File: src/rtl/alu_arbiter.sv
// Round-robin arbiter that shares one combinational ALU between two requesters.
// It registers the winner's operands, holds them for the op latency and returns a registered result.
module alu_arbiter #(
   parameter int unsigned WIDTH   = 32,
   parameter int unsigned MUL_LAT = 3
) (
   input  logic             clk_i,
   input  logic             rst_i,

   input  logic             req0_valid_i,
   output logic             req0_ready_o,
   input  logic [WIDTH-1:0] req0_data1_i,
   input  logic [WIDTH-1:0] req0_data2_i,
   input  logic [2:0]       req0_ctrl_i,

   input  logic             req1_valid_i,
   output logic             req1_ready_o,
   input  logic [WIDTH-1:0] req1_data1_i,
   input  logic [WIDTH-1:0] req1_data2_i,
   input  logic [2:0]       req1_ctrl_i,

   output logic [WIDTH-1:0] alu_data1_o,
   output logic [WIDTH-1:0] alu_data2_o,
   output logic [2:0]       alu_ctrl_o,
   input  logic [WIDTH-1:0] alu_result_i,

   output logic             rsp0_valid_o,
   output logic             rsp1_valid_o,
   output logic [WIDTH-1:0] rsp_data_o,
   output logic             busy_o
);

   localparam logic [2:0] CtrlMul = 3'b011;
   // Multiply holds the operands for MUL_LAT cycles; counter runs MUL_LAT-1 .. 0.
   localparam logic [3:0] MulCnt  = 4'(MUL_LAT - 1);

   typedef enum logic [0:0] {StIdle, StExec} state_e;

   state_e           r_state;
   state_e           w_state_d;
   logic             r_ptr;
   logic             r_owner;
   logic [3:0]       r_cnt;
   logic [WIDTH-1:0] r_alu_data1;
   logic [WIDTH-1:0] r_alu_data2;
   logic [2:0]       r_alu_ctrl;
   logic [WIDTH-1:0] r_rsp_data;
   logic             r_rsp0_valid;
   logic             r_rsp1_valid;

   logic             w_idle;
   logic             w_ready0;
   logic             w_ready1;
   logic             w_accept;
   logic             w_done;
   logic [WIDTH-1:0] w_sel_data1;
   logic [WIDTH-1:0] w_sel_data2;
   logic [2:0]       w_sel_ctrl;

   // State register
   always_ff @(posedge clk_i or negedge rst_i) begin
      if (!rst_i) begin
         r_state <= StIdle;
      end else begin
         r_state <= w_state_d;
      end
   end

   // Next-state logic
   always_comb begin
      w_state_d = r_state;
      case (r_state)
         StIdle:  if (w_accept) w_state_d = StExec;
         StExec:  if (r_cnt == 4'd0) w_state_d = StIdle;
         default: w_state_d = StIdle;
      endcase
   end

   // Output logic: ready favours ptr only under contention
   always_comb begin
      w_idle   = (r_state == StIdle);
      w_ready0 = w_idle & req0_valid_i & (~r_ptr | ~req1_valid_i);
      w_ready1 = w_idle & req1_valid_i & (r_ptr | ~req0_valid_i);
      busy_o   = (r_state == StExec);
   end

   assign w_accept = w_ready0 | w_ready1;
   assign w_done   = (r_state == StExec) && (r_cnt == 4'd0);

   assign w_sel_data1 = w_ready1 ? req1_data1_i : req0_data1_i;
   assign w_sel_data2 = w_ready1 ? req1_data2_i : req0_data2_i;
   assign w_sel_ctrl  = w_ready1 ? req1_ctrl_i  : req0_ctrl_i;

   always_ff @(posedge clk_i or negedge rst_i) begin
      if (!rst_i) begin
         r_alu_data1 <= '0;
         r_alu_data2 <= '0;
         r_alu_ctrl  <= 3'b000;
         r_owner     <= 1'b0;
      end else if (w_accept) begin
         r_alu_data1 <= w_sel_data1;
         r_alu_data2 <= w_sel_data2;
         r_alu_ctrl  <= w_sel_ctrl;
         r_owner     <= w_ready1;
      end
   end

   always_ff @(posedge clk_i or negedge rst_i) begin
      if (!rst_i) begin
         r_cnt <= 4'd0;
      end else if (w_accept) begin
         r_cnt <= (w_sel_ctrl == CtrlMul) ? MulCnt : 4'd0;
      end else if ((r_state == StExec) && (r_cnt != 4'd0)) begin
         r_cnt <= r_cnt - 4'd1;
      end
   end

   // Completion: capture result, pulse owner's response, hand priority to the other side
   always_ff @(posedge clk_i or negedge rst_i) begin
      if (!rst_i) begin
         r_rsp_data   <= '0;
         r_rsp0_valid <= 1'b0;
         r_rsp1_valid <= 1'b0;
         r_ptr        <= 1'b0;
      end else begin
         r_rsp0_valid <= w_done & ~r_owner;
         r_rsp1_valid <= w_done & r_owner;
         if (w_done) begin
            r_rsp_data <= alu_result_i;
            r_ptr      <= ~r_owner;
         end
      end
   end

   assign req0_ready_o = w_ready0;
   assign req1_ready_o = w_ready1;
   assign alu_data1_o  = r_alu_data1;
   assign alu_data2_o  = r_alu_data2;
   assign alu_ctrl_o   = r_alu_ctrl;
   assign rsp_data_o   = r_rsp_data;
   assign rsp0_valid_o = r_rsp0_valid;
   assign rsp1_valid_o = r_rsp1_valid;

endmodule

File: config.mk
export PLATFORM = sky130hd
export DESIGN_NAME = alu_arbiter
export DESIGN_NICKNAME = d
export VERILOG_FILES = /design/src/rtl/alu_arbiter.sv
export SDC_FILE = /design/constraint.sdc
export NUM_CORES = 1
export LEC_CHECK = 0
export CAP_MARGIN = 20
export CORE_MARGIN = 1
export CORE_UTILIZATION = 35
export DETAILED_ROUTE_END_ITERATION = 6
export PLACE_DENSITY = 0.82
export SETUP_SLACK_MARGIN = 0.05
export SLEW_MARGIN = 20
export SYNTH_ARGS = -nofsm -noshare
export SYNTH_HDL_FRONTEND = slang
export SYNTH_SLANG_ARGS = --single-unit
File: constraint.sdc
create_clock -name clk_i -period 1.5 [get_ports clk_i]
set_input_delay 0.3 -clock clk_i [delete_from_list [all_inputs] [get_ports clk_i]]
set_output_delay 0.3 -clock clk_i [all_outputs]
set_load 0.005 [all_outputs]
; Yosys cells after proc, flatten, opt, wreduce, memory -nomap -nowiden
; Cells that the tools add are included.
[op_classes]
n_lt_le_gt_ge = 0
n_bitwise = 14
n_mux = 9
reduce_logical = 5
n_mul = 0
eq_ne = 1
div = 0
n_shift = 0
addsub = 1
[ops]
columns = operator, count
row1 = $mux W32, 2
row2 = $mux W4, 2
row3 = $and A1 B1 Y1, 6
row4 = $not A1 Y1, 5
row5 = $logic_not A4 Y1, 1
row6 = $reduce_bool A4 Y1, 1
row7 = $sub A4 B1 Y4 const B, 1
row8 = $eq A3 B2 Y1 const B, 1
row9 = $mux W3, 1
row10 = $or A1 B1 Y1, 3
row11 = $logic_and A1 B1 Y1, 2
row12 = $mux W1, 2
row13 = $mux W2, 1
row14 = $pmux W1 S2, 1
row15 = $reduce_bool A2 Y1, 1
[totals]
latch_bits = 0
out_inout_bits = 104
memories = 0
input_bits = 170
ram_bits = 0
regBits = 108
romBits = 0

; Logic depth before layout (Yosys ltp)
[depth]
ltp_word = 7
ltp_mapped = 7

; Least setup slack after synthesis
; OpenSTA, ideal clock, no wires.
[synth_timing]
path_kind = register -> register
startpoint = reg r_cnt[0]
endpoint = reg r_rsp_data[10] (netlist: rsp_data_o[10])
path_stages_with_launch = 7
period_less_slack_ns = 1.583
arrival_time_ns = 1.458
setup_ns = 0.125
setup_slack_ns = -0.083
cell_sequence = dfrtp_1 > inv_1 > ha_1 > and4bb_1 > buf_4 > buf_6 > mux2_4
[synth_via]
elab_chain_cells = 2
[synth_rtl]
columns = item, line_no
row1 = "start, declared", 43  ; logic [3:0] r_cnt;
row2 = "start signal, assigned", 112  ; r_cnt <= (w_sel_ctrl == CtrlMul) ? MulCnt : 4'd0;
row3 = "start signal, assigned", 114  ; r_cnt <= r_cnt - 4'd1;
row4 = $logic_not A4 Y1, 88  ; assign w_done = (r_state == StExec) && (r_cnt == 4'd0);
row5 = $logic_and A1 B1 Y1, 88
row6 = "end signal, assigned", 129  ; r_rsp_data <= alu_result_i;
row7 = "end, declared", 47  ; logic [WIDTH-1:0] r_rsp_data;
; No other way between the ends.
; A chain may end at the register's enable or synchronous reset.

; Final worst setup path
[layout_timing]
startpoint = reg r_cnt[0]
endpoint = reg r_rsp_data[18] (netlist: rsp_data_o[18])
; Same word-level chain as after synthesis.

==> flow_summary.toml <==
[routing]
num_vias = 4307
firstDrtPassIters = 4
ant_nets = 0
routed_wl_um = 14900
drcViolationCount = 0
wl_per_cell_um = 16.2
drt_iter0_drc = 172
viasPerCell = 4.69

[pwr]
power.internal_mw = 10.1
vdd_drop_max_mv = 0.734
seqPwrFrac_pct = 34.1
p_sw_share_pct = 31.4
p_switching_mw = 4.65
clkPwrFrac_pct = 15.8
leakage_nw = 4.48
pwr_density_cell_mw_per_mm2 = 1680
pwr-share-comb_pct = 50.1

[logic_synthesis]
synthSimpleGateAreaFrac_pct = 8.09
yosysSeqAreaShare_pct = 55.6
synth_area_per_cell_um2 = 11.8
ys_warn_count = 0
synth_cell_types = 34
yosys-mux-area-fraction_pct = 23.1
syn_inst = 410
synth_xor_area_share_pct = 0.180
synth_area_mm2 = 0.00486
async_flop_share_pct = 100
ys_ff_latch = 108
synthAdderAreaFrac_pct = 0.258
synth_ff_type = "dfrtp_1"
synth_top_family_by_area = "multiplexers"
synth_edf_count = 0
synth-compound-area-share_pct = 8.50
syn_nets = 581

[worst_hold_path]
hold_depth = 2
hp-start = "alu_data2_o[30]$_DFFE_PN0P_"
min_path_type = "flip-flop to flip-flop"

[worst_setup_path]
startpoint = "r_cnt[0]$_DFFE_PN0P_"
crit_chain = "inv_2 -> ha_4 -> and4bb_4 -> buf_12 -> clkbuf_16 -> mux2_4"
r2r_start = "r_cnt[0]$_DFFE_PN0P_"
rr_worst_depth = 6
cpPeakStageDelay_ns = 0.41
crit_type = "flip-flop to flip-flop"
path_max_fanout = 5
cp.required_ns = 1.72
start_kind = "flip-flop"
worst_setup_path_end_kind = "flip-flop"
arrival_ns = 1.83
crit_slowest_cell = "dfrtp_1"

[floorplanning]
rows = 42
die_h_um = 120
coreArea_mm2 = 0.0134
die_area_mm2 = 0.0144
top_level_ports = 274
die_w_um = 120
initial_core_util_pct = 36.2

[clock_network]
cts_root_buffer = "clkbuf_16"
path_clk_slew_ns = 0.07
h-tree-depth = 3
cts_made_buffers = 9
worstSkewPairLatency_ns = 0.34
cts_tree = "done"
clockBufferDepth = 2
cts.sinks = 108

[global_route]
grt_max_degree = 79
gr-usage-met2_pct = 36.5
grt_use_met3_pct = 5.23
track_usage_pct = 19.9
use_met1_pct = 22.2
grt_pass1_wl_um = 22200
first_global_vias = 4405
top_usage_layer = "met2"
globalRouteOverflowTotal = 0
antenna_found_initial = 0

[flow_run]
max_cap_violations = 0

[final_layout]
mostFrequentLayoutCells = "166 x clkdlybuf4s50_1, 108 x dfrtp_1, 103 x dlygate4sd2_1, 70 x nand2_1, 60 x mux2i_1"
diodes = 0
drive_gt1_share_pct = 19.2
fillers = 1023
area_growth_pct = 81.6
num-nets-final = 910
final_common_cell = "clkdlybuf4s50_1"
post-route-util_pct = 65.8

[placed_design]
dp_hpwl_um = 10300
place.gp.congestion = 0.804
portBuffers = 273

[status]
outcome = "complete, but fails checks"
violations = "negative setup slack"

[sta]
finalClockSkew_ns = 0.00585
slew_headroom_pct = 80.3
whs_ns = 0.474
rsz0062_at_grt = "true"
worst_pin_slew_ns = 0.296
worst_slack_ns = -0.102
finalMaxSlewViolations = 0
hold_violations = 0
setup_viol = 35
period_minus_slack_ns = 1.60
period_share_pct = 107
fmaxAchievable_mhz = 624
path summary, 6_finish.rpt:
| kind | endpoint | slack (ns) |
|---|---|---|
| min in group asynchronous | rsp1_valid_o$_DFF_PN0_ | 0.54 |
| min reg2reg | alu_data2_o[30]$_DFFE_PN0P_ | 0.47 |
| min | alu_data2_o[30]$_DFFE_PN0P_ | 0.47 |
| max | rsp_data_o[18]$_DFFE_PN0P_ | -0.10 |
| max in group asynchronous | alu_data2_o[12]$_DFFE_PN0P_ | 0.70 |
| max reg2reg | rsp_data_o[18]$_DFFE_PN0P_ | -0.10 |
cells in the mapped netlist (2+ instances only):
| cell | instances | area, um2 |
|---|---|---|
| a21oi_1 | 3 | 15.0 |
| buf_2 | 8 | 40.0 |
| buf_4 | 5 | 37.5 |
| buf_6 | 6 | 67.6 |
| clkbuf_1 | 6 | 22.5 |
| dfrtp_1 | 108 | 2700 |
| inv_1 | 5 | 18.8 |
| mux2_2 | 5 | 56.3 |
| mux2_4 | 27 | 405 |
| mux2i_1 | 66 | 661 |
| nand2_1 | 70 | 263 |
| nand2b_1 | 2 | 12.5 |
| nor2_1 | 10 | 37.5 |
| nor2b_1 | 2 | 12.5 |
| o21ai_0 | 51 | 255 |
| o21ai_1 | 18 | 90.1 |
worst max-delay path, delay by kind of cell, from the launching register on:
kind | cells | cell delay (ns)
adder cells (fa/ha/maj) | 1 | 0.13
multiplexers | 1 | 0.30
flip-flops | 1 | 0.41
AND/OR/NAND/NOR | 1 | 0.30
buffers and inverters | 3 | 0.35
sequential cells by signal, summed over array words and instances (netlist names):
signal        count
rsp_data_o       32
alu_data1_o      32
alu_ctrl_o        3
r_cnt             4
busy_o            1
rsp0_valid_o      1
alu_data2_o      32
r_ptr             1
rsp1_valid_o      1
r_owner           1
repair_timing:
item / 4_1_cts / 5_1_grt
endpoints found under the setup margin: 199 / 80
endpoints found under the hold margin: 108 / 0
pin swaps: 13 / 13
gates cloned: 3 / 6
hold buffers: 1 / 0
setup buffers: 25 / 6
resized for setup: 153 / 38
area by class of cell:
type | count | area [um2] | area share (%)
inverters | 6 | 22.5 | 0.255
clock buffers | 13 | 280 | 3.18
flip-flops and latches | 108 | 2700 | 30.6
well taps | 176 | 220 | 2.50
multi-input cells | 270 | 2070 | 23.5
clock inverters | 2 | 17.5 | 0.199
repair buffers | 344 | 3510 | 39.8
stage by stage:
| step | cells | setup TNS [ns] | worst slack (ns) | power (mW) | area (um2) |
|---|---|---|---|---|---|
| floorplan | 410 | 0 | 0.00294 | 8.07 | 4880 |
| global placement | 864 | -21.69 | -0.511 | 11.8 | 7990 |
| detailed placement | 864 | -24.74 | -0.535 | 12.1 | 7990 |
| CTS | 908 | -2.00 | -0.118 | 14.5 | 8560 |
| global route | 919 | -4.21 | -0.139 | 15.7 | 8820 |
| finish | 919 | -2.15 | -0.102 | 14.8 | 8820 |
metal layers:
metal,part of all wire (%),routed length [um]
met3,7.6,1130
met4,1.5,228
met1,38,5700
met5,0,0
met2,53,7810
kinds of logic (layout without fill, tap and decap cells):
family	Yosys count	count (layout)
adder cells (fa/ha/maj)	1	1
multiplexers	98	98
flip-flops	108	108
AND/OR/NAND/NOR	92	92
buffers and inverters	32	365
AO/OA/AOI/OAI	78	78
XOR/XNOR	1	1
power by group through the flow:
stage / logic (mW) / clock network [mW] / registers, mW
after floorplan: 2.90 / 0 / 5.16
after global placement: 6.78 / 0 / 5.04
after detailed placement: 6.94 / 0 / 5.13
after CTS: 7.05 / 2.39 / 5.03
after global routing: 7.98 / 2.50 / 5.21
final: 7.41 / 2.33 / 5.05
(Power assumes the default switching activity.)
